**src/rtl/fetch_queue_if.sv**
```systemverilog
// Fetch-queue bus: instruction-memory request/response, redirect and decode handshakes.
// master = fetch_queue side, slave = memory/decode/branch environment side.
interface fetch_queue_if;
  logic        imem_req;
  logic [31:0] imem_addr;
  logic        imem_ready;
  logic        imem_rvalid;
  logic [31:0] imem_rdata;
  logic        redirect;
  logic [31:0] redirect_pc;
  logic        dec_valid;
  logic        dec_ready;
  logic [31:0] dec_pc;
  logic [31:0] dec_instr;
  logic        empty;
  logic        full;

  modport master (
    output imem_req, imem_addr, dec_valid, dec_pc, dec_instr, empty, full,
    input  imem_ready, imem_rvalid, imem_rdata, redirect, redirect_pc, dec_ready
  );

  modport slave (
    input  imem_req, imem_addr, dec_valid, dec_pc, dec_instr, empty, full,
    output imem_ready, imem_rvalid, imem_rdata, redirect, redirect_pc, dec_ready
  );
endinterface

```
**src/rtl/fetch_queue.sv**
```systemverilog
// Instruction prefetch queue: sequential fetch, in-order response FIFO, redirect flush/drain.
// Optional macro FETCH_QUEUE_BYPASS_EN forwards a response straight to decode when the FIFO is empty.
module fetch_queue #(
  parameter int          DEPTH    = 4,
  parameter int          MAX_OUT  = 2,
  parameter logic [31:0] RESET_PC = 32'h0000_0000
) (
  input  logic         clk,
  input  logic         reset,
  fetch_queue_if.master bus
);

  localparam int AW = $clog2(DEPTH);
  localparam int CW = $clog2(DEPTH + 1);
  localparam logic [CW-1:0] DEPTH_C   = CW'(DEPTH);
  localparam logic [CW-1:0] MAX_OUT_C = CW'(MAX_OUT);

  localparam logic [0:0] RUN   = 1'b0;
  localparam logic [0:0] DRAIN = 1'b1;

  typedef struct packed {
    logic [31:0] pc;
    logic [31:0] instr;
  } entry_t;

  logic [0:0]    state_q;
  logic [31:0]   fetch_pc_q;
  logic [31:0]   resp_pc_q;
  logic [CW-1:0] count_q;
  logic [CW-1:0] outstanding_q;
  logic [CW-1:0] stale_q;
  logic [AW-1:0] wr_ptr_q;
  logic [AW-1:0] rd_ptr_q;
  entry_t        mem_q [DEPTH];

  logic          run;
  logic          rsp_ok;
  logic [CW:0]   in_use;
  logic          can_issue;
  logic          accept;
  logic          fifo_empty;
  logic          bypass;
  logic          bypass_take;
  logic          pop;
  logic          push;
  logic          resp_adv;
  logic [CW-1:0] out_next;
  logic [31:0]   target;
  entry_t        head;

  assign run        = (state_q == RUN);
  assign fifo_empty = (count_q == '0);
  assign target     = bus.redirect_pc & ~32'h3;

  // Responses with nothing outstanding are protocol errors and are ignored everywhere.
  assign rsp_ok = bus.imem_rvalid && (outstanding_q != '0);

  // Credit rule: never let queued plus in-flight entries exceed the FIFO, so every response lands.
  assign in_use    = {1'b0, count_q} + {1'b0, outstanding_q};
  assign can_issue = (in_use < {1'b0, DEPTH_C}) && (outstanding_q < MAX_OUT_C);

  assign bus.imem_req  = reset && run && !bus.redirect && can_issue;
  assign bus.imem_addr = fetch_pc_q;
  assign accept        = bus.imem_req && bus.imem_ready;

`ifdef FETCH_QUEUE_BYPASS_EN
  assign bypass = fifo_empty && run && !bus.redirect && rsp_ok;
`else
  assign bypass = 1'b0;
`endif

  assign head          = mem_q[rd_ptr_q];
  assign bus.dec_valid = !fifo_empty || bypass;
  assign pop           = !fifo_empty && bus.dec_ready;
  assign bypass_take   = bypass && bus.dec_ready;

  // NOTE: the FIFO storage is never reset, so head data is forced to zero whenever the FIFO is empty.
  always_comb begin
    bus.dec_pc    = '0;
    bus.dec_instr = '0;
    if (!fifo_empty) begin
      bus.dec_pc    = head.pc;
      bus.dec_instr = head.instr;
    end else if (bypass) begin
      bus.dec_pc    = resp_pc_q;
      bus.dec_instr = bus.imem_rdata;
    end
  end

  assign bus.empty = fifo_empty;
  assign bus.full  = (count_q == DEPTH_C);

  assign resp_adv = run && rsp_ok && !bus.redirect;
  assign push     = resp_adv && !bypass_take;
  assign out_next = outstanding_q + CW'(accept) - CW'(rsp_ok);

  // NOTE: all state registers use non-blocking assignments so every update sees pre-edge values.
  always_ff @(posedge clk or negedge reset) begin
    if (!reset) begin
      state_q       <= RUN;
      fetch_pc_q    <= RESET_PC;
      resp_pc_q     <= RESET_PC;
      count_q       <= '0;
      outstanding_q <= '0;
      stale_q       <= '0;
      wr_ptr_q      <= '0;
      rd_ptr_q      <= '0;
    end else if (bus.redirect) begin
      // Every request still in flight after this edge belongs to the abandoned path.
      outstanding_q <= out_next;
      stale_q       <= out_next;
      state_q       <= (out_next != '0) ? DRAIN : RUN;
      fetch_pc_q    <= target;
      resp_pc_q     <= target;
      count_q       <= '0;
      wr_ptr_q      <= '0;
      rd_ptr_q      <= '0;
    end else begin
      outstanding_q <= out_next;
      count_q       <= count_q + CW'(push) - CW'(pop);
      if (accept)   fetch_pc_q <= fetch_pc_q + 32'd4;
      if (resp_adv) resp_pc_q  <= resp_pc_q + 32'd4;
      if (push)     wr_ptr_q   <= wr_ptr_q + 1'b1;
      if (pop)      rd_ptr_q   <= rd_ptr_q + 1'b1;
      if (state_q == DRAIN) begin
        if (stale_q == '0) begin
          state_q <= RUN;
        end else if (rsp_ok) begin
          stale_q <= stale_q - 1'b1;
          if (stale_q == CW'(1)) state_q <= RUN;
        end
      end
    end
  end

  always_ff @(posedge clk) begin
    if (push) mem_q[wr_ptr_q] <= '{pc: resp_pc_q, instr: bus.imem_rdata};
  end

endmodule

```
**src/flat_wrapper.sv**
```systemverilog
// flat-port wrapper written by rule: the top's interface ports become plain ports
module fetch_queue_flat 
#(
  parameter int          DEPTH    = 4,
  parameter int          MAX_OUT  = 2,
  parameter logic [31:0] RESET_PC = 32'h0000_0000
)
  (clk, reset, bus_imem_req, bus_imem_addr, bus_dec_valid, bus_dec_pc, bus_dec_instr, bus_empty, bus_full, bus_imem_ready, bus_imem_rvalid, bus_imem_rdata, bus_redirect, bus_redirect_pc, bus_dec_ready);
  fetch_queue_if bus_i ();
  input  logic clk;
  input  logic reset;
  output wire logic [$bits(bus_i.imem_req)-1:0] bus_imem_req;
  output wire logic [$bits(bus_i.imem_addr)-1:0] bus_imem_addr;
  output wire logic [$bits(bus_i.dec_valid)-1:0] bus_dec_valid;
  output wire logic [$bits(bus_i.dec_pc)-1:0] bus_dec_pc;
  output wire logic [$bits(bus_i.dec_instr)-1:0] bus_dec_instr;
  output wire logic [$bits(bus_i.empty)-1:0] bus_empty;
  output wire logic [$bits(bus_i.full)-1:0] bus_full;
  input wire logic [$bits(bus_i.imem_ready)-1:0] bus_imem_ready;
  input wire logic [$bits(bus_i.imem_rvalid)-1:0] bus_imem_rvalid;
  input wire logic [$bits(bus_i.imem_rdata)-1:0] bus_imem_rdata;
  input wire logic [$bits(bus_i.redirect)-1:0] bus_redirect;
  input wire logic [$bits(bus_i.redirect_pc)-1:0] bus_redirect_pc;
  input wire logic [$bits(bus_i.dec_ready)-1:0] bus_dec_ready;
  assign bus_imem_req = bus_i.imem_req;
  assign bus_imem_addr = bus_i.imem_addr;
  assign bus_dec_valid = bus_i.dec_valid;
  assign bus_dec_pc = bus_i.dec_pc;
  assign bus_dec_instr = bus_i.dec_instr;
  assign bus_empty = bus_i.empty;
  assign bus_full = bus_i.full;
  assign bus_i.imem_ready = bus_imem_ready;
  assign bus_i.imem_rvalid = bus_imem_rvalid;
  assign bus_i.imem_rdata = bus_imem_rdata;
  assign bus_i.redirect = bus_redirect;
  assign bus_i.redirect_pc = bus_redirect_pc;
  assign bus_i.dec_ready = bus_dec_ready;
  fetch_queue #(.DEPTH(DEPTH), .MAX_OUT(MAX_OUT), .RESET_PC(RESET_PC)) u_core (.clk(clk), .reset(reset), .bus(bus_i));
endmodule
```
**config.mk**
```make
export PLATFORM = sky130hd
export DESIGN_NAME = fetch_queue_flat
export DESIGN_NICKNAME = d
export VERILOG_FILES = /design/src/rtl/fetch_queue_if.sv /design/src/rtl/fetch_queue.sv /design/src/flat_wrapper.sv
export SDC_FILE = /design/constraint.sdc
export NUM_CORES = 1
export LEC_CHECK = 0
export BUFFER_PORTS_ARGS = -buffer_cell sky130_fd_sc_hd__clkbuf_2
export CORE_MARGIN = 2
export CORE_UTILIZATION = 52
export DETAILED_ROUTE_END_ITERATION = 10
export PLACE_DENSITY_LB_ADDON = 0.2
export SLEW_MARGIN = 10
export SYNTH_ARGS = -nofsm -noshare
export SYNTH_HDL_FRONTEND = slang
export SYNTH_SLANG_ARGS = --single-unit
```
**constraint.sdc**
```tcl
create_clock -name clk -period 3 [get_ports clk]
set_input_delay 0.6 -clock clk [delete_from_list [all_inputs] [get_ports clk]]
set_output_delay 0.6 -clock clk [all_outputs]
set_load 0.005 [all_outputs]
```
# Word-level counts from Yosys, hierarchy flattened
# Memories as Yosys holds them, arrays and structs flattened.
# Cells that the tools add are included.
[classes] n_reduce_logical=21 muxes=23 bitwise_logic=1 n_addsub=10 n_lt_le_gt_ge=2 n_eq_ne=3
[ops] cell="$mux W32" n=6
[ops] cell="$add A32 B3 Y32 const B" n=2
[ops] cell="$mux W3" n=5
[ops] cell="$reduce_bool A2 Y1" n=5
[ops] cell="$logic_and A1 B1 Y1" n=9
[ops] cell="$mux W1" n=8
[ops] cell="$mux W2" n=4
[ops] cell="$add A3 B1 Y3" n=2
[ops] cell="$logic_not A3 Y1" n=2
[ops] cell="$reduce_bool A3 Y1" n=2
[ops] cell="$sub A3 B1 Y3" n=2
[ops] cell="$add A2 B1 Y2 const B" n=2
[ops] cell="$add A3 B3 Y4" n=1
[ops] cell="$lt A4 B3 Y1 const B" n=1
[ops] cell="$eq A3 B1 Y1 const B" n=1
[ops] cell="$eq A3 B3 Y1 const B" n=1
[ops] cell="$lt A3 B2 Y1 const B" n=1
[ops] cell="$reduce_and A3 Y1" n=1
[ops] cell="$sub A3 B1 Y3 const B" n=1
[ops] cell="$logic_not A1 Y1" n=2
[ops] cell="$ne A2 B2 Y1 const B" n=1
[ops] cell="$not A1 Y1" n=1
[word_totals] memories=1 wordCells=69 inputBits=70 mem_bits_rw=256 out_inout_bits=100 regBits=78
[mem_list] name="u_core.mem_q" depth=4 word_bits=64 rd=1 rd_clocked_by_memory_dff=0 wr=1 line="fetch_queue.sv:34" text="entry_t mem_q [DEPTH];"

# Longest topological paths before layout
[depth] depth_word=10 ltp_mapped=11 ltp_nobuf=10

# Worst setup path after synthesis
# Ideal clock, no wire load.
[synth_timing] kind="input port to flip-flop" startpoint="input bus_redirect" endpoint="memory u_core.mem_q[1][0] (netlist bit) (enable)" arrival_time_ns=2.792 path_buffers=2 setup_ns=0.426 cell_stages=4 required_time_ns=2.574 path_slack_ns=-0.218 path_cell_list="clkbuf_1 clkbuf_1 nor3_1 and2_1"
[synth_via] elab_chain_len=4
[synth_lines] item="start: declaration" line="flat_wrapper.sv:22" text="input wire logic [$bits(bus_i.redirect)-1:0] bus_redirect;"
[synth_lines] item="$logic_not A1 Y1" line="fetch_queue.sv:93" text="assign resp_adv = run && rsp_ok && !bus.redirect;"
[synth_lines] item="$logic_and A1 B1 Y1" line="fetch_queue.sv:93"
[synth_lines] item="$mux W1" line="fetch_queue.sv:137" text="if (push) mem_q[wr_ptr_q] <= '{pc: resp_pc_q, instr: bus.imem_rdata};"
[synth_lines] item="$mux W1 (implied by the code)" line="fetch_queue.sv:137"
[synth_lines] item="end: declaration" line="fetch_queue.sv:34"
# Every way passes these cells.

# Final worst setup path
[layout_timing] startpoint="register u_core.rd_ptr_q[0]" endpoint="output bus_dec_instr[31]"
[layout_via] elab_chain_len=2
[layout_lines] item="start: declaration" line="fetch_queue.sv:33" text="logic [AW-1:0] rd_ptr_q;"
[layout_lines] item="start signal: assignment" line="fetch_queue.sv:124" text="if (pop) rd_ptr_q <= rd_ptr_q + 1'b1;"
[layout_lines] item="$mem_v2 Z4 W64"
[layout_lines] item="$mux W32" line="fetch_queue.sv:81" text="if (!fifo_empty) begin"
[layout_lines] item="end: declaration" line="flat_wrapper.sv:16" text="output wire logic [$bits(bus_i.dec_instr)-1:0] bus_dec_instr;"
# Every way passes these cells.

==> metrics.yaml <==
logic_synthesis:
  synthDominantCellAreaShare: 0.544
  arithmetic_cell_share_of_the_synthesized_area_counting_full_adders_half_adders_and_majority_gates: 0.0175
  flop_and_latch_count_out_of_synthesis: 322
  syn_area_per_cell_sq_um: 15.8
  synth.cell_area_sq_um: 13700
  synth_edf_count: 248
  yosysTopAreaCell: "sky130_fd_sc_hd__edfxtp_1"
  yosysUniqueCellTypes: 53
  synth_top_family_by_area: "simple AND/OR/NAND/NOR gates"
  dominant_synthesized_flop_cell: "sky130_fd_sc_hd__edfxtp_1"
  synth_mux_area_frac: 0.110
  synth_compound_gate_area_share: 0.0380
  synth_area_leaders: "sky130_fd_sc_hd__edfxtp_1, sky130_fd_sc_hd__dfrtp_1, sky130_fd_sc_hd__mux4_2"
  synthesis.instances: 868
  number_of_warnings_issued_by_yosys: 0
  simple_gate_portion_of_the_synthesized_area: 0.110
  yosysSeqAreaShare: 0.679
  async_flop_share: 0.230
  synth_xor_xnor_area_share: 0.0262
drt:
  count_of_vias_placed_by_the_detailed_router: 8042
  initialDrtViolationCount: 523
  detail_route.first_pass.iterations: 5
  post_detailed_route_via_to_cell_ratio: 5.67
  drc: 0
  remaining_number_of_nets_flagged_by_the_antenna_check_after_routing: 0
  detail_route.wirelength_um: 27700
  routed_wirelength_normalized_by_instance_count_um: 19.5
run_status:
  status: "complete, no violations"
placement:
  dpl.cell_count: 1349
  placement.setup.worst_slack_ns: 0.457
  port-buffer-count: 163
  globalplace.congestion: 0.866
  post_dp_cell_area_sq_um: 15000
  place_hpwl_um: 18100
global_routing:
  grt_pass1_wl_um: 44500
  global_route.overflow_total: 0
  vias_in_the_first_global_route: 8178
  grt_antenna_before_repair: 0
  overall_track_demand_over_capacity_in_global_routing: 0.203
  grt_max_degree: 75
clock_network:
  clk_path_buf_depth: 3
  hold_buffers: 0
  tritoncts: "done"
  tritoncts_num_sinks: 322
  cts_buffers: 35
  clock_insertion_delay_worst_skew_ns: 0.50
  cts-root-buf: "sky130_fd_sc_hd__clkbuf_16"
  clk_pin_slew_worst_paths_ns: 0.06
  clock_tree.htree_level_count: 2
timing:
  timing.setup.tns_ns: 0
  final.period_utilization: 0.925
  worst_slew_pin_slew_ns: 0.971
  period_minus_slack_ns: 2.77
  setup_slack_ns: 0.226
  timing.slew.headroom: 0.353
  holdWs_ns: 0.323
  final-hold-violation-count: 0
  setup-violations-final: 0
  rsz0062_at_grt: "no"
  final.setup_skew_ns: 0.00944
  timing_max_transition_violations_final: 0
  fmax_mhz: 361
floorplan:
  die_area_sq_um: 27700
  pin_count: 170
  fp.coreArea_sq_um: 26000
  die_width_um: 166
  die_h_um: 166
  placement_rows: 59
  floorplan.initialDensity: 0.527
worst_setup_path:
  path_max_fanout: 12
  timing.setup.critical_path_class: "flop to output port"
  worst_setup_path_start_kind: "flop"
  regToRegEndpoint: "u_core.count_q[2]"
  cp_data_arrival_time_ns: 2.17
  startpoint: "u_core.rd_ptr_q[0]"
  worstRegToRegCells: 10
  critPathCapture: "bus_dec_instr[31]"
  kind_of_capture_point_of_the_worst_setup_path: "output port"
  crit-reg2reg-launch: "u_core.count_q[1]"
  cp_data_required_time_ns: 2.40
  setup.reg_to_reg.worst_slack_ns: 0.44
final_layout:
  post-route-cell-area_sq_um: 16200
  final_cell_count_no_fill: 1419
  postLayoutCoreUtil: 0.622
  register_area_sq_um: 9300
  drive_gt1_frac: 0.310
  fin_nets: 1147
  antenna_cells: 0
  area_taken_by_multi_input_logic_gates_sq_um: 4160
  area_growth_pct: 18.0
  layout.filler_cells: 1951
pwr:
  power.share.combinational: 0.249
  power.total_mw: 12.8
  p_sw_frac: 0.272
  power_per_cell_area_nw_per_um2: 790
  intPower_mw: 9.29
  seq_power_share: 0.432
  leakagePower_nw: 5.93
  clock_power_share: 0.319
  maximum_vdd_drop_uv: 604
  power.net_switching_mw: 3.48
hold_path:
  min-delay-path-class: "input port to flop"
  hold_critical_path_depth: 1
job:
  max_cap_violations: 0
==> cell usage after synthesis (all sizes together) (16+ instances only) <==
| library cell | n |
|---|---|
| nand2 | 52 |
| ha | 16 |
| mux4 | 62 |
| inv | 16 |
| xor2 | 21 |
| dfrtp | 74 |
| nand3 | 32 |
| nor2 | 28 |
| and2 | 73 |
| xnor2 | 20 |
| clkbuf | 30 |
| nand4 | 33 |
| buf | 16 |
| edfxtp | 248 |
| o21ai | 40 |
==> power by group through the flow <==
stage / logic [mW] / registers, mW / clock network, mW
floorplan: 2.01 / 5.47 / 0
global placement: 3.13 / 5.61 / 0
detailed placement: 3.18 / 5.62 / 0
CTS: 3.19 / 5.54 / 4.17
global route: 3.54 / 5.56 / 4.35
finish: 3.18 / 5.51 / 4.07
==> routing by layer <==
| metal | up-vias | wire [um] | global-route usage |
|---|---|---|---|
| met5 | - | 0 | 0 |
| met4 | 0 | 430 | 0.0397 |
| met3 | 41 | 1720 | 0.0350 |
| met2 | 303 | 13200 | 0.332 |
| met1 | 3990 | 12300 | 0.293 |
| li1 | 3708 | - | - |
==> how the worst min path moves through the flow <==
stage,start,to
after floorplan,reset,u_core.bus.imem_addr[10]
final,bus_imem_rdata[1],u_core.mem_q[1][1]
after detailed placement,u_core.bus.imem_addr[29],u_core.bus.imem_addr[29]
after global placement,u_core.bus.imem_addr[31],u_core.bus.imem_addr[31]
after CTS,bus_imem_rdata[15],u_core.mem_q[1][15]
after global routing,bus_imem_rdata[15],u_core.mem_q[3][15]
==> registers in the layout, summed over array words and instances (netlist names) <==
register	cells
u_core.mem_q	248
u_core.bus.imem_addr	30
u_core.resp_pc_q	30
u_core.count_q	3
u_core.outstanding_q	3
u_core.stale_q	3
u_core.rd_ptr_q	2
u_core.wr_ptr_q	2
u_core.state_q	1
==> cell type report <==
type,instances,share of cell area
Tap cell,335,0.0259
Multi-Input combinational cell,487,0.257
Inverter,16,0.00371
Clock buffer,45,0.0577
Clock inverter,17,0.00998
Sequential cell,322,0.575
Timing Repair Buffer,197,0.0701
==> kinds of logic after synthesis <==
| logic type | after synthesis |
|---|---|
| other | 1 |
| AOI/OAI and AO/OA | 83 |
| muxes | 72 |
| and+or+nand+nor | 269 |
| buffers and inverters | 62 |
| adders and majority gates | 18 |
| DFF | 322 |
| xor gates and xnor gates | 41 |
==> what timing repair did <==
item | in CTS | in global routing
gates resized for setup | 0 | 0
setup endpoints to repair | 0 | 5
setup buffers | 0 | 8
==> cells in the final DEF, fill, tap and decap left out, drive strengths merged, types with 12 or more instances in the layout <==
cell type,n
xnor2,20
xor2,21
inv,17
edfxtp,248
nand4,33
and2,73
nor2,28
clkinv,12
nand3,32
o211ai,14
buf,35
clkbuf,207
nand2,52
ha,16
o21ai,40
dfrtp,74
and3,14
mux4,62
==> worst max-delay path, stage by stage, from the launching register on <==
cell and delay (ns):
sky130_fd_sc_hd__dfrtp_4 0.55, sky130_fd_sc_hd__buf_4 0.30, sky130_fd_sc_hd__mux4_2 0.53, sky130_fd_sc_hd__and2_1 0.18, sky130_fd_sc_hd__clkbuf_2 0.11
Power figures use the tool's default switching activity.
